`src/rtl/if_id_fetch_stage_pkg.sv`:
```
// Shared pipeline definitions for the fetch stage: bubble word, reset PC,
// fetch FSM state encoding and the IF/ID register bundle.
package if_id_fetch_stage_pkg;

    localparam logic [31:0] PKG_NOP_WORD = 32'h0000_0000;
    localparam logic [31:0] PKG_RESET_PC = 32'h0000_0000;

    typedef enum logic [1:0] {
        ST_BOOT  = 2'd0,
        ST_FETCH = 2'd1,
        ST_WAIT  = 2'd2
    } fetch_state_e;

    typedef struct packed {
        logic [31:0] ir;
        logic [31:0] pc4;
        logic        valid;
    } if_id_t;

endpackage

```
`src/rtl/if_id_fetch_stage_pc_reg.sv`:
```
// Program counter with branch load, increment and hold, plus its next-PC mux.
// Only the word-address bits of the branch target are taken; the low two
// PC bits are therefore always zero.
module if_id_fetch_stage_pc_reg
    import if_id_fetch_stage_pkg::*;
#(
    parameter logic [31:0] RESET_PC = PKG_RESET_PC
) (
    input  logic        clk,
    input  logic        reset,
    input  logic        load,
    input  logic        advance,
    input  logic [29:0] target_word,
    output logic [31:0] pc,
    output logic [31:0] pc4
);

    logic [31:0] pc_p0;
    logic [31:0] pc_d;

    // PC+4 wraps modulo 2^32 with no carry-out.
    assign pc4 = pc_p0 + 32'd4;
    assign pc  = pc_p0;

    // Next-PC mux: branch load beats increment; otherwise hold.
    always_comb begin
        pc_d = pc_p0;
        if (load) begin
            pc_d = {target_word, 2'b00};
        end else if (advance) begin
            pc_d = pc4;
        end
    end

    // PC register.
    always_ff @(posedge clk) begin
        if (reset) begin
            pc_p0 <= {RESET_PC[31:2], 2'b00};
        end else begin
            pc_p0 <= pc_d;
        end
    end

endmodule

```
`src/rtl/if_id_fetch_stage.sv`:
```
// Instruction fetch stage with IF/ID pipeline register.
// Handles branch redirect, hazard stall and memory wait states by holding
// state or injecting a bubble (NOP_WORD, valid=0, pc4=0).
// Optional macro FETCH_STATS_EN adds saturating fetch/stall/flush counters.
module if_id_fetch_stage
    import if_id_fetch_stage_pkg::*;
#(
    parameter logic [31:0] RESET_PC = PKG_RESET_PC,
    parameter logic [31:0] NOP_WORD = PKG_NOP_WORD
) (
    input  logic        clk,
    input  logic        reset,
    output logic [31:0] imem_addr,
    input  logic [31:0] imem_data,
    input  logic        imem_ready,
    input  logic        stall,
    input  logic        br_taken,
    input  logic [31:0] br_target,
    output logic [31:0] if_id_ir,
    output logic [31:0] if_id_pc4,
`ifdef FETCH_STATS_EN
    output logic [31:0] stat_fetched,
    output logic [31:0] stat_stall_cycles,
    output logic [31:0] stat_flushes,
`endif
    output logic        if_id_valid
);

    localparam if_id_t BUBBLE = '{ir: NOP_WORD, pc4: 32'd0, valid: 1'b0};

    fetch_state_e state_q, state_d;
    if_id_t       if_id_p1, if_id_d;
    logic [31:0]  pc_p0, pc4_p0;
    logic         pc_load, pc_advance;
    logic         ev_fetch, ev_stall, ev_flush;
    logic         unused_low_bits;

    assign unused_low_bits = ^{br_target[1:0], pc_p0[1:0], ev_fetch, ev_stall, ev_flush};

    if_id_fetch_stage_pc_reg #(.RESET_PC(RESET_PC)) u_pc_reg (
        .clk         (clk),
        .reset       (reset),
        .load        (pc_load),
        .advance     (pc_advance),
        .target_word (br_target[31:2]),
        .pc          (pc_p0),
        .pc4         (pc4_p0)
    );

    assign imem_addr   = {pc_p0[31:2], 2'b00};
    assign if_id_ir    = if_id_p1.ir;
    assign if_id_pc4   = if_id_p1.pc4;
    assign if_id_valid = if_id_p1.valid;

    // Next-state, IF/ID next value and PC control, in priority order.
    always_comb begin
        state_d    = state_q;
        if_id_d    = if_id_p1;
        pc_load    = 1'b0;
        pc_advance = 1'b0;
        ev_fetch   = 1'b0;
        ev_stall   = 1'b0;
        ev_flush   = 1'b0;
        case (state_q)
            ST_BOOT: begin
                state_d = ST_FETCH;
                if_id_d = BUBBLE;
            end
            ST_FETCH, ST_WAIT: begin
                if (br_taken) begin
                    pc_load  = 1'b1;
                    if_id_d  = BUBBLE;
                    state_d  = ST_FETCH;
                    ev_flush = 1'b1;
                end else if (stall) begin
                    ev_stall = 1'b1;
                end else if (!imem_ready) begin
                    if_id_d  = BUBBLE;
                    state_d  = ST_WAIT;
                    ev_stall = 1'b1;
                end else begin
                    pc_advance = 1'b1;
                    if_id_d    = '{ir: imem_data, pc4: pc4_p0, valid: 1'b1};
                    state_d    = ST_FETCH;
                    ev_fetch   = 1'b1;
                end
            end
            default: begin
                state_d = ST_BOOT;
                if_id_d = BUBBLE;
            end
        endcase
    end

    // FSM state register.
    always_ff @(posedge clk) begin
        if (reset) begin
            state_q <= ST_BOOT;
        end else begin
            state_q <= state_d;
        end
    end

    // IF/ID pipeline register.
    always_ff @(posedge clk) begin
        if (reset) begin
            if_id_p1 <= BUBBLE;
        end else begin
            if_id_p1 <= if_id_d;
        end
    end

`ifdef FETCH_STATS_EN
    function automatic logic [31:0] sat_inc(input logic [31:0] v);
        return (v == 32'hFFFF_FFFF) ? v : v + 32'd1;
    endfunction

    // Saturating event counters.
    always_ff @(posedge clk) begin
        if (reset) begin
            stat_fetched      <= 32'd0;
            stat_stall_cycles <= 32'd0;
            stat_flushes      <= 32'd0;
        end else begin
            if (ev_fetch) stat_fetched      <= sat_inc(stat_fetched);
            if (ev_stall) stat_stall_cycles <= sat_inc(stat_stall_cycles);
            if (ev_flush) stat_flushes      <= sat_inc(stat_flushes);
        end
    end
`endif

endmodule

```
`config.mk`:
```
export PLATFORM = sky130hd
export DESIGN_NAME = if_id_fetch_stage
export DESIGN_NICKNAME = d
export VERILOG_FILES = /design/src/rtl/if_id_fetch_stage_pkg.sv /design/src/rtl/if_id_fetch_stage_pc_reg.sv /design/src/rtl/if_id_fetch_stage.sv
export SDC_FILE = /design/constraint.sdc
export NUM_CORES = 1
export LEC_CHECK = 0
export CORE_UTILIZATION = 48
export CTS_CLUSTER_DIAMETER = 150
export DETAILED_ROUTE_END_ITERATION = 6
export PLACE_DENSITY = 0.81
export SLEW_MARGIN = 20
export SYNTH_ARGS = -nofsm -noshare
export SYNTH_HDL_FRONTEND = slang
export SYNTH_HIERARCHICAL = 1
export SYNTH_SLANG_ARGS = --single-unit
```
`constraint.sdc`:
```
create_clock -name clk -period 4.23 [get_ports clk]
set_clock_uncertainty 0.05 [all_clocks]
set_input_delay 0.846 -clock clk [delete_from_list [all_inputs] [get_ports clk]]
set_output_delay 0.846 -clock clk [all_outputs]
set_load 0.1 [all_outputs]
```
# [Word-level counts from Yosys, hierarchy flattened]
# Index checks and enable logic that the tools add are counted.
[word_totals] reg_bits=99 out_inout_bits=97 input_bits=69
[classes] add_sub_neg=1 n_reduce_logical=5 n_mux=13 n_eq_ne=3 n_bitwise=1
[ops] operator="65-bit two-way mux" count=1
[ops] operator="32-bit two-way mux" count=2
[ops] operator="32-bit by 3-bit adder with 32-bit output (second input constant)" count=1
[ops] operator="1-bit two-way mux" count=6
[ops] operator="2-bit two-way mux" count=3
[ops] operator="2-bit case mux with 2 select lines" count=1
[ops] operator="2-bit OR reduction" count=2
[ops] operator="3-bit != test (second input constant)" count=1
[ops] operator="3-bit OR reduction" count=1
[ops] operator="2-bit by 1-bit == test with 1-bit output (second input constant)" count=1
[ops] operator="2-bit == test (second input constant)" count=1
[ops] operator="2-bit zero test" count=1
[ops] operator="2-bit nonzero test" count=1
[ops] operator="1-bit inverter" count=1

# [Depth between registers and ports, before layout]
# Gate-level depths: netlist (run 1).
[depth] ltp_word=6 depth_mapped=9

# [By module]
# Netlist (run 1), hierarchy kept.
[by_module_without_submodules] module="if_id_fetch_stage_pc_reg" instances=1 area_each_um2=2417.3 seq_area_each_um2=600.6 cells_each=315
[by_module_without_submodules] module="if_id_fetch_stage" instances=1 area_each_um2=2313.5 seq_area_each_um2=1341.3 cells_each=237

# [Worst setup path before layout (run 1)]
# OpenSTA, ideal clock, no wires.
[synth_path] path_type="input-to-reg" start="input port stall" end="register u_pc_reg.pc_p0[21] (netlist: u_pc_reg/pc[21])" slack_ps=1311 path_buffers=2 path_stages=8 arrival_ps=2783 setup_ps=86 path_cell_list="buf_2 > nor2b_1 > buf_2 > and3b_1 > nand3_1 > or4_4 > o31a_1 > a221oi_2"
[synth_between] elab_chain_len=4
[synth_lines] element="from (decl)" line="if_id_fetch_stage.sv:16" source="input logic stall,"
[synth_lines] element="1-bit two-way mux" line="if_id_fetch_stage.sv:75" source="end else if (stall) begin"
[synth_lines] element="1-bit two-way mux" line="if_id_fetch_stage.sv:70" source="if (br_taken) begin"
[synth_lines] element="1-bit two-way mux" line="if_id_fetch_stage.sv:64" source="case (state_q)"
[synth_lines] element="named net pc_advance" line="if_id_fetch_stage.sv:34" source="logic pc_load, pc_advance;"
[synth_lines] element="2-bit nonzero test (no source line)"
[synth_lines] element="to (signal assigned)" line="if_id_fetch_stage_pc_reg.sv:38" source="pc_p0 <= {RESET_PC[31:2], 2'b00};"
[synth_lines] element="to (signal assigned)" line="if_id_fetch_stage_pc_reg.sv:40" source="pc_p0 <= pc_d;"
[synth_lines] element="to (decl)" line="if_id_fetch_stage_pc_reg.sv:18" source="logic [31:0] pc_p0;"
# The timed path passes the listed nets, and every way through them passes these cells.
# A chain may end at the register's enable or synchronous reset.

# [Worst setup path after layout (run 1)]
[layout_path] start="register u_pc_reg.pc_p0[10] (netlist: u_pc_reg/pc[10])" end="output port imem_addr[10]"
[layout_rtl] element="to (decl)" line="if_id_fetch_stage.sv:13" source="output logic [31:0] imem_addr,"
# No word-level cell between the ends.

==> results.ini, run 1 <==
[cts]
path_clk_slew_ns=0.10
post_cts_resize_count=0
cts_buffers=9
cts.htree.levels=3
hold_buffers=0
cts_setup_buffers=0
cts_tree=yes
cts.sinks=97
worstSkewPairLatency_ns=0.36
clock_tree.root_cell=clkbuf_8
cts.path.max_buffers=2

[route]
drc=0
vias=4648
drtIter0Drc=329
wl_um=13710
routedWlPerCell_um=16.97
final_antenna_net_count=0
first_pass_iters=4
vias_per_cell=5.752

[timing]
rsz0062_at_grt=false
drv_slew=0
hold_viol_final=0
max_slew.worst_pin.slew_ns=1.018
finalSetupViolCount=0
holdWs_ns=0.4602
fin_crit_ns=3.069
post-route-period-util_pct=72.56
slew-limit-headroom_pct=31.92
max_freq_mhz=325.8
tns_ns=0

[worst_setup_path]
critPathArrivalTime_ns=2.17
crit_buf_inv=1
cp_max_fo=9
cp.required_ns=3.33
critPathKind=reg -> out
critPathSlowestCell=clkdlybuf4s50_1
worstSetupEndpointType=output port
slowest_delay_ns=1.22
path_delay_family=buffers and inverters
worstSetupStartpointType=flip-flop
path_cells=clkdlybuf4s50_1

[layout]
drive_gt1_share_pct=5.744
antenna_cells=0
final_area_um2=6494
fin_nets=746
syn_to_final_growth_pct=37.70

[global_routing]
grt_pass1_wl_um=21310
overflow=0
antenna_found_initial=0
grt_max_degree=69
grt_pass1_vias=4411
grt_util_all_layers_pct=26.50

[die]
die_h_um=101.1
die_w_um=101.1
ios=166
start_util_pct=50.32
dieArea_um2=10230
rows=35
design.core.area_um2=9371

[placed_design]
io_buffers=161
dpl.hpwl_um=9475
placed_area_um2=6266
place_congestion=0.8532

[pwr]
power_frac_comb_pct=26.9
seqPwrFrac_pct=44.1
sw_frac_of_total_pct=36.06
p_per_area_nw_per_um2=362.2
peakVddDrop_v=0.0002418
p_sw_mw=0.8483
p_leak_nw=2.215
p_int_mw=1.504
p_clk_share_pct=29.0

[synth]
postSynthAreaPerCell_um2=8.574
ys_warn_count=6
syn_area_um2=4716
syn_inst=550

[run]
drv_cap=0

[outcome]
status=finished clean

[worst_hold_path]
holdCritPathClass=reg -> reg

[worst paths after layout]
path | startpoint | end | slack, ns | cells past startpoint
max reg2reg | u_pc_reg/pc[4] | if_id_pc4[30] | 1.39 | 6
max | u_pc_reg/pc[10] | imem_addr[10] | 1.16 | 1
min reg2reg | if_id_valid | if_id_valid | 0.46 | 2
min | if_id_valid | if_id_valid | 0.46 | 2
[cell type report]
| type | instances | area [um2] |
|---|---|---|
| Tap cell | 129 | 161.4 |
| Clock buffer | 11 | 141.4 |
| Timing Repair Buffer | 168 | 1659 |
| Inverter | 16 | 60.06 |
| Sequential cell | 97 | 1942 |
| Multi-Input combinational cell | 382 | 2444 |
| Clock inverter | 5 | 86.33 |
| Fill cell | 819 | 2878 |
[power by group through the flow]
stage / sequential, mW / combinational [mW] / clock [mW]
6_report: 1.04 / 0.633 / 0.682
5_1_grt: 1.04 / 0.659 / 0.733
4_1_cts: 1.03 / 0.633 / 0.693
3_5_place_dp: 1.05 / 0.631 / 0
3_3_place_gp: 1.05 / 0.622 / 0
2_1_floorplan: 1.29 / 0.219 / 0
[metal layers]
layer / share of wire, % / GRT usage, % / routed length (um)
met1: 42 / 33.43 / 5812
met2: 48 / 45.79 / 6642
met3: 7.7 / 4.646 / 1050
met4: 1.5 / 8.696 / 208
met5: 0 / 0 / 0
[sequential cells by signal, summed over array words and instances (netlist names)]
name         cells
if_id_pc4       32
if_id_valid      1
u_pc_reg/pc     30
if_id_ir        32
state_q          2
[per-stage QoR]
stage / setup slack [ns] / util, % / power [mW] / cells
after detailed placement: 0.9208 / 66.86 / 1.685 / 792
after global placement: 0.9906 / 66.86 / 1.675 / 792
after floorplan: 1.311 / - / 1.506 / 552
after CTS: 1.147 / 69.29 / 2.360 / 808
final: 1.161 / 69.29 / 2.352 / 808
after global routing: 1.076 / 69.29 / 2.436 / 808
[cell usage in the layout (no fill, tap or decap), drive strengths merged, types with 3 or more instances in the layout]
master         instances
clkdlybuf4s50        160
dfxtp                 97
nor2                  95
a22oi                 64
nand2                 23
xnor2                 22
nand3                 22
xor2                  18
inv                   17
a211oi                16
nand4                 16
nor4                  14
nor3                  12
clkbuf                11
a21oi                  9
and4                   9
and3                   8
buf                    8
a2111oi                7
o21ai                  5
conb                   4
a311oi                 4
or3b                   3
o221ai                 3
ha                     3
a221oi                 3
Power figures use the tool's default switching activity.
==> run 2: changes to the inputs <==
--- a/config.mk
+++ b/config.mk
@@ -5,10 +5,10 @@
 export SDC_FILE = /design/constraint.sdc
 export NUM_CORES = 1
 export LEC_CHECK = 0
-export CORE_UTILIZATION = 48
+export CORE_UTILIZATION = 41
 export CTS_CLUSTER_DIAMETER = 150
 export DETAILED_ROUTE_END_ITERATION = 6
-export PLACE_DENSITY = 0.81
+export PLACE_DENSITY = 0.74
 export SLEW_MARGIN = 20
 export SYNTH_ARGS = -nofsm -noshare
 export SYNTH_HDL_FRONTEND = slang
==> constraint.sdc (replaced) <==
create_clock -name clk -period 2.6 [get_ports clk]
set_clock_uncertainty 0.05 [all_clocks]
set_input_delay 0.52 -clock clk [delete_from_list [all_inputs] [get_ports clk]]
set_output_delay 0.52 -clock clk [all_outputs]
set_load 0.1 [all_outputs]
==> run 2 against run 1 <==
Worst hold slack worse by 0.018 ns. Design area decreased by 0.12%. Utilization shrank 10 points. Total power rose by 72%. Final cell count up 3.1%. Clock power is 95% higher. Global-route usage shrank 3.6 points. Critical path depth is 7 higher. Register-to-register slack lost 1.1 ns. Combinational power is 61% higher.
==> results.ini, run 2 (same netlist as run 1, synthesis figures left out) <==
[outcome]
status=finished clean

[placed_design]
dp.cells=817
dpl.hpwl_um=9981
pre_cts_ws_ns=-0.002882
place_congestion=0.8689
io_buffers=161
placed_area_um2=6188

[pwr]
p_leak_nw=2.511
finalPower_mw=4.047
p_per_area_nw_per_um2=624.0
peakVddDrop_v=0.0003499

[global_routing]
antenna_found_initial=0
overflow=0
grt_util_all_layers_pct=22.91
grt_max_degree=69
grt_pass1_wl_um=21310
grt_pass1_vias=4274

[timing]
rsz0062_at_grt=false
finalSetupViolCount=0
fin_crit_ns=2.334
hold_viol_final=0
max_freq_mhz=428.5
max_slew.worst_pin.slew_ns=0.7113
setup_ws_ns=0.2663
slew-limit-headroom_pct=52.58
drv_slew=0
post-route-period-util_pct=89.76

[cts]
hold_buffers=0
cts.path.max_buffers=2
cts.htree.levels=3
worstSkewPairLatency_ns=0.34
cts_tree=yes
post_cts_resize_count=0
clock_tree.root_cell=clkbuf_16
path_clk_slew_ns=0.07
cts_buffers=9
cts_setup_buffers=0
cts.sinks=97

[die]
rows=38
design.core.area_um2=11030
start_util_pct=42.75
die_h_um=109.2
ios=166
dieArea_um2=11930
die_w_um=109.2

[layout]
final_area_um2=6486
final_common_cell=buf_4
fin_nets=760
antenna_cells=0
fin_util_pct=58.80
drive_gt1_share_pct=23.23
layout.cells.non_filler=833
fillCellCount=1001
syn_to_final_growth_pct=37.54
layout_common_cells=114 x buf_4, 95 x nor2_1, 84 x dfxtp_1, 65 x clkdlybuf4s50_1, 64 x a22oi_1

[worst_setup_path]
path_delay_family=simple AND/OR/NAND/NOR gates
crit_buf_inv=2
critPathSlowestCell=clkdlybuf4s50_1
worstSetupEndpointType=flip-flop
critPathKind=in -> reg
critPathArrivalTime_ns=2.52
cp.required_ns=2.78
slowest_delay_ns=0.48
worstSetupStartpointType=input pin
path_cells=clkdlybuf4s50_1 > nor2b_4 > and3b_1 > buf_4 > nand2_1 > nor3_1 > nand4_1 > a311oi_1
cp_max_fo=14

[route]
vias_per_cell=5.581
drc=0
vias=4649
final_antenna_net_count=0
first_pass_iters=6
routedWlPerCell_um=16.93
drtIter0Drc=452
wl_um=14100

[run]
drv_cap=0

[worst_hold_path]
holdCritPathClass=reg -> reg

==> run 2: metrics by stage <==
step / TNS (ns) / hold slack (ns)
3_3_place_gp: 0 / 0.4235
3_5_place_dp: -0.002882 / 0.4351
4_1_cts: 0 / 0.4450
6_report: 0 / 0.4422
5_1_grt: 0 / 0.4783
2_1_floorplan: 0 / 0.4111
==> run 2: where the power goes <==
part,total (mW),leakage [nW],internal (mW),switching [mW]
combinational,1.02,1.58,0.313,0.712
sequential,1.70,0.792,1.56,0.138
clock,1.33,0.142,0.769,0.559
==> run 2: area by class of cell <==
type,count,area [um2],share of cell area [%]
repair buffers,182,1551,23.92
inverters,16,60.06,0.9259
flip-flops and latches,97,1958,30.19
clock buffers,11,242.7,3.742
multi-input cells,382,2444,37.67
clock inverters,5,55.05,0.8488
well taps,140,175.2,2.701
==> run 2: worst paths after layout <==
check	from	end	slack, ns	depth (start not counted)
worst max-delay path	imem_ready	u_pc_reg/pc[24]	0.27	8
worst max register to register	state_q[0]	u_pc_reg/pc[24]	0.32	8
worst min-delay path	state_q[0]	state_q[0]	0.44	2
worst min register to register	state_q[0]	state_q[0]	0.44	2
==> run 2: metal layers <==
metal / part of all wire, % / up-vias / global-route usage, %
met2: 47 / 196 / 38.54
li1: - / 2264 / -
met4: 1.2 / 0 / 6.952
met1: 45 / 2173 / 30.35
met3: 7.3 / 16 / 3.108
met5: 0 / - / 0
==> run 2: worst reg2reg max path: stages (launching register included) <==
cell and delay [ns]:
dfxtp_1 0.35, inv_1 0.05, ha_1 0.33, and3b_1 0.23, buf_4 0.25, nand2_1 0.15, nor3_1 0.28, nand4_1 0.16
a311oi_1 0.34
